$ cat src/rtl/hub75_bcm_scanner.sv
// hub75_bcm_scanner: HUB75 LED panel row scanner with binary code modulation.
// Shifts one bit-plane per row from a synchronous framebuffer, then latches and shows it for BASE_ON<<plane cycles.
module hub75_bcm_scanner #(
    parameter int COLS = 64,
    parameter int ROW_BITS = 5,
    parameter int COLOR_BITS = 4,
    parameter int BASE_ON = 8,
    localparam int COL_BITS = $clog2(COLS),
    localparam int PW = 6 * COLOR_BITS
) (
    input  logic                         clk,
    input  logic                         rst,
    input  logic                         enable,
    output logic [ROW_BITS+COL_BITS-1:0] pix_addr,
    input  logic [PW-1:0]                pix_data,
    output logic                         r0,
    output logic                         g0,
    output logic                         b0,
    output logic                         r1,
    output logic                         g1,
    output logic                         b1,
    output logic [ROW_BITS-1:0]          addr,
    output logic                         clk_out,
    output logic                         latch,
    output logic                         oe,
    output logic                         frame_start
);
    localparam int PLB = COLOR_BITS > 1 ? $clog2(COLOR_BITS) : 1;
    localparam int DW = COLOR_BITS - 1 + $clog2(BASE_ON + 1);
    localparam int CW = COL_BITS + 2;
    localparam logic [CW-1:0] LAST = CW'(2 * COLS);

    typedef enum logic [2:0] {IDLE, SHIFT, BLANK, LATCH, DISPLAY} state_t;

    state_t                state;
    logic [ROW_BITS-1:0]   row;
    logic [PLB-1:0]        plane;
    logic [COL_BITS-1:0]   col;
    logic [CW-1:0]         cnt;
    logic [DW-1:0]         dcnt;
    logic [5:0]            bits;
    logic                  last_plane;

    // row/col are flops, so the framebuffer address is glitch-free
    assign pix_addr = {row, col};
    assign last_plane = plane == PLB'(COLOR_BITS - 1);

    genvar c;
    for (c = 0; c < 6; c++) begin : g_ch
        logic [COLOR_BITS-1:0] ch;
        assign ch = pix_data[c*COLOR_BITS +: COLOR_BITS];
        assign bits[c] = ch[plane];
    end

    // pix_addr is already {row,0} on SHIFT entry, so data for column 0 arrives during cycle 0
    // and each column's RGB lands together with the falling clk_out edge.
    always_ff @(posedge clk) begin
        if (rst) begin
            state <= IDLE;
            row <= '0;
            plane <= '0;
            col <= '0;
            cnt <= '0;
            dcnt <= '0;
            {b1, g1, r1, b0, g0, r0} <= '0;
            addr <= '0;
            clk_out <= 1'b0;
            latch <= 1'b0;
            oe <= 1'b1;
            frame_start <= 1'b0;
        end else begin
            frame_start <= 1'b0;
            case (state)
                IDLE: begin
                    if (enable) begin
                        state <= SHIFT;
                        cnt <= '0;
                        frame_start <= 1'b1;
                    end
                end
                SHIFT: begin
                    cnt <= cnt + 1'b1;
                    if (cnt == LAST) begin
                        state <= BLANK;
                        clk_out <= 1'b0;
                        addr <= row;
                    end else if (cnt[0]) begin
                        clk_out <= 1'b1;
                    end else begin
                        clk_out <= 1'b0;
                        col <= col + 1'b1;
                        {b1, g1, r1, b0, g0, r0} <= bits;
                    end
                end
                BLANK: begin
                    state <= LATCH;
                    latch <= 1'b1;
                end
                LATCH: begin
                    state <= DISPLAY;
                    latch <= 1'b0;
                    oe <= 1'b0;
                    dcnt <= (DW'(BASE_ON) << plane) - DW'(1);
                    plane <= last_plane ? '0 : plane + 1'b1;
                    row <= row + ROW_BITS'(last_plane);
                end
                DISPLAY: begin
                    if (dcnt == '0) begin
                        oe <= 1'b1;
                        cnt <= '0;
                        if (enable) begin
                            state <= SHIFT;
                            frame_start <= row == '0 && plane == '0;
                        end else begin
                            state <= IDLE;
                            row <= '0;
                            plane <= '0;
                        end
                    end else begin
                        dcnt <= dcnt - 1'b1;
                    end
                end
                default: state <= IDLE;
            endcase
        end
    end
endmodule
$ cat config.mk
export PLATFORM = sky130hd
export DESIGN_NAME = hub75_bcm_scanner
export DESIGN_NICKNAME = d
export VERILOG_FILES = /design/src/rtl/hub75_bcm_scanner.sv
export SDC_FILE = /design/constraint.sdc
export NUM_CORES = 1
export LEC_CHECK = 0
export CAP_MARGIN = 10
export CORE_ASPECT_RATIO = 0.75
export CORE_MARGIN = 1.5
export CORE_UTILIZATION = 50
export CTS_BUF_LIST = sky130_fd_sc_hd__clkbuf_8
export CTS_CLUSTER_DIAMETER = 200
export DETAILED_ROUTE_END_ITERATION = 16
export GPL_TIMING_DRIVEN = 0
export MAX_ROUTING_LAYER = met4
export PLACE_DENSITY = 0.89
export SETUP_SLACK_MARGIN = 0.05
export SYNTH_ARGS = -nofsm -noshare
export SYNTH_HDL_FRONTEND = slang
export SYNTH_SLANG_ARGS = --single-unit
$ cat constraint.sdc
create_clock -name clk -period 2.6 [get_ports clk]
set_clock_uncertainty 0.15 [all_clocks]
set_input_delay 0.52 -clock clk [delete_from_list [all_inputs] [get_ports clk]]
set_output_delay 0.52 -clock clk [all_outputs]
set_load 0.005 [all_outputs]
==> results by group <==
Outcome
  – Run status: complete, no violations

Drt
  – Overall routed net length: between 6 and 7 mm
  – Number of routed nets with antenna violations: 0
  – Routed WL per cell: about 17 um
  – Drt initial violations: 156
  – Remaining DRCs: 0
  – Post-detailed-route via-to-cell ratio: 5.94
  – Drt first pass iters: 4
  – Via Count: 2,210

Placed design
  – Setup slack at placement: between 0.1 and 0.15 ns
  – Last weighted congestion value of the routability-driven placer: ~0.85
  – DPL Wire Length: 4.67 mm
  – Cell count after placement: between 300 and 400
  – Area of placed instances: between 3000 and 4000 sq um
  – Number of buffer cells added on primary ports: 52

Timing
  – Final Hold Violating Endpoints: 0
  – Final Slew Violations: 0
  – Tightest hold margin: 0.340 ns
  – Relative slew slack: 37.1%
  – Period utilization: 92.9%
  – Time the worst path needs with I/O delays and setup: 2.41 ns
  – Final Setup Violations: 0
  – Highest attainable clock frequency: ~410 MHz
  – RSZ-0062 raised after global routing: false
  – Final TNS setup: 0 ns
  – Fin worst setup slack: 0.186 ns
  – Actual slew at the worst max-slew pin: 0.935 ns

Final layout
  – Fraction of layout cells with a size suffix above 1: just over 10%
  – Growth of design area from synthesis to finish: 29.0%
  – Non-filler instance count after layout: 372
  – Nets: 352
  – Area of all placed cells without fillers: 3120 sq um
  – Most frequent cells in the layout: sky130_fd_sc_hd__clkdlybuf4s50_1 (52), sky130_fd_sc_hd__dfxtp_1 (46), sky130_fd_sc_hd__nor2_1 (26)
  – Commonest non-fill, non-tap cell in the layout: sky130_fd_sc_hd__clkdlybuf4s50_1
  – Core utilization of the finished layout: between 60 and 70%
  – Number of fillers in the final layout: 345
  – Antenna diode count: 0

Floorplanning
  – Die Ht: 63.3 um
  – Cell row count: 21
  – Horizontal extent of the die: around 83 um
  – Floorplan die area: ~5300 sq um
  – Placeable core area: roughly 4500 sq um
  – Starting Density: 53.3%
  – I/O Pins: 53

GRT
  – Global Route Usage Sum: 25.6%
  – Wire length of the first global-routing pass: 10.5 mm
  – Maximum number of pins on one net before global-route repair: 15
  – Number of global-route vias before repair: 2,206
  – Overflow left after global routing: 0
  – Initial antenna violation count: 0

Synthesis
  – Number of synthesis warnings: 0
  – Number of distinct library cells after synthesis: 54
  – Share of flip-flops with an asynchronous set or reset after synthesis: 0%
  – Cell area after synthesis: roughly 2400 sq um
  – Cell count after synthesis: between 200 and 300
  – Most used flip-flop cell after synthesis: sky130_fd_sc_hd__dfxtp_1
  – Cell taking the most area after synthesis: sky130_fd_sc_hd__dfxtp_1
  – Number of synthesized flops with an enable pin: 0
  – Syn avg cell area: 9.50 sq um
  – Synth area leaders: sky130_fd_sc_hd__dfxtp_1 (38%), sky130_fd_sc_hd__ha_1 (5.7%), sky130_fd_sc_hd__mux4_2 (5.6%)
  – Syn Nets: 293
  – Top-area cell type share of the netlist area: a little under two fifths
  – Share of synthesized area occupied by flip-flops and latches: 38.0%
  – Post-synthesis register bit count: 46

Clock network
  – Clock tree from TritonCTS: yes
  – Register clock-pin slew on the reported worst setup and hold paths: approximately 0.090 ns
  – Insertion delay of the later-clocked pin in the worst-skew pair: 0.30 ns
  – Max H-tree Level: 2
  – Hold buffer count at CTS: 0
  – Post-cts gate resize count: 0
  – Clock root buffer: sky130_fd_sc_hd__clkbuf_8
  – Total number of clock tree sinks: 46
  – Total setup buffers inserted after CTS: 0
  – Number of buffers on the longest clock path: 2
  – TritonCTS buffer count: 5

Setup path
  – Required time of the critical path: 2.61 ns
  – Largest stage delay on the critical path: 0.72 ns
  – Data arrival time of the worst path: roughly 2.4 ns
  – Crit Path Category: flop to flop
  – Worst path cell trace: clkbuf_1 > nor3b_1 > nand4b_1 > a31oi_1 > nor2_1
  – Critical-path cell with the highest stage delay: sky130_fd_sc_hd__nor3b_1
  – Capturing element type of the critical path: flop
  – Startpoint class of the critical path: flop
  – Crit path max fanout: 10

Power
  – Leakage component of the power: approximately 1.1 nW
  – Power per cell area: 461 nW/um^2
  – Total internal power: roughly 1.1 mW
  – Peak supply drop: ~0.32 mV
  – Share of power burned in the clock network: 36.9%
  – Share of total power in sequential cells: between 50% and 60%
  – Pwr Total: roughly 1.4 mW
  – Switching part of the total power: 23.5%
  – Combinational share of power: 12.1%
  – Switching power summed over all nets: around 340 uW

Flow run
  – MaxCap Viol Count: 0

Hold path
  – HP Class: flop to flop
-- logic make-up after synthesis --
family,count (synthesis),synth area share (%)
DFF,46,38.0
muxes,20,11.4
buffers and inverters,26,4.49
AOI/OAI and AO/OA,53,15.8
xor gates and xnor gates,9,3.25
and+or+nand+nor,90,21.3
adders and majority gates,11,5.68
-- cell type report --
type                            count  area, sq um  share of cell area [%]
Buffer                             14         63.8                    2.04
Clock buffer                        5         68.8                    2.20
Clock inverter                      3         41.3                    1.32
Inverter                           12         45.0                    1.44
Multi-Input combinational cell    183         1390                    44.6
Sequential cell                    46          921                    29.5
Tap cell                           57         71.3                    2.28
Timing Repair Buffer               52          520                    16.7
-- path summary, 6_finish.rpt --
kind                            slack (ns)                     to                   from  cells past startpoint
worst max register to register        0.19  plane[0]$_SDFFE_PP0P_  state[2]$_SDFFE_PP0P_                      5
worst min-delay path                  0.34    cnt[7]$_SDFFE_PP0P_    cnt[7]$_SDFFE_PP0P_                      2
worst max-delay path                  0.19  plane[0]$_SDFFE_PP0P_  state[2]$_SDFFE_PP0P_                      5
worst min register to register        0.34    cnt[7]$_SDFFE_PP0P_    cnt[7]$_SDFFE_PP0P_                      2
-- sequential cells by signal (all words and copies together), names as in the netlist, 2 cells and up --
register  flops
dcnt          7
addr          5
state         3
plane         2
col           6
row           5
cnt           8
-- cell usage after synthesis (all sizes together) (2+ instances only) --
cell type / number
a2111oi: 2
a211oi: 5
a21oi: 20
a31oi: 3
buf: 4
clkbuf: 10
dfxtp: 46
ha: 11
inv: 12
mux2i: 13
mux4: 6
nand2: 11
nand2b: 2
nand3: 10
nand3b: 2
nand4: 7
nand4b: 2
nor2: 26
nor3: 9
nor3b: 3
nor4: 2
nor4b: 3
o2111ai: 2
o21ai: 6
o31ai: 5
or3: 3
or4: 4
xnor2: 5
xor2: 4
-- per-layer routing --
layer	share of wire, %	wire [um]	up-vias	track usage [%]
met3	6.3	404	10	5.11
met1	43	2780	1049	31.6
li1	-	-	1062	-
met2	49	3130	89	42.9
met5	0	0	-	-
met4	1.4	89	0	7.50
-- power by group through the flow --
stage,logic (mW),registers (mW),clock network [mW]
finish,0.174,0.736,0.531
CTS,0.174,0.735,0.534
detailed placement,0.172,0.752,0
floorplan,0.0856,0.750,0
global route,0.188,0.738,0.568
global placement,0.165,0.751,0
-- worst max-delay path: cells and delay by family, from the launching register on --
family	cells	cell delay, ns
flip-flops	1	0.39
buffers and inverters	1	0.30
AO/OA/AOI/OAI	1	0.28
AND/OR/NAND/NOR	3	1.16
(Power assumes the default switching activity.)
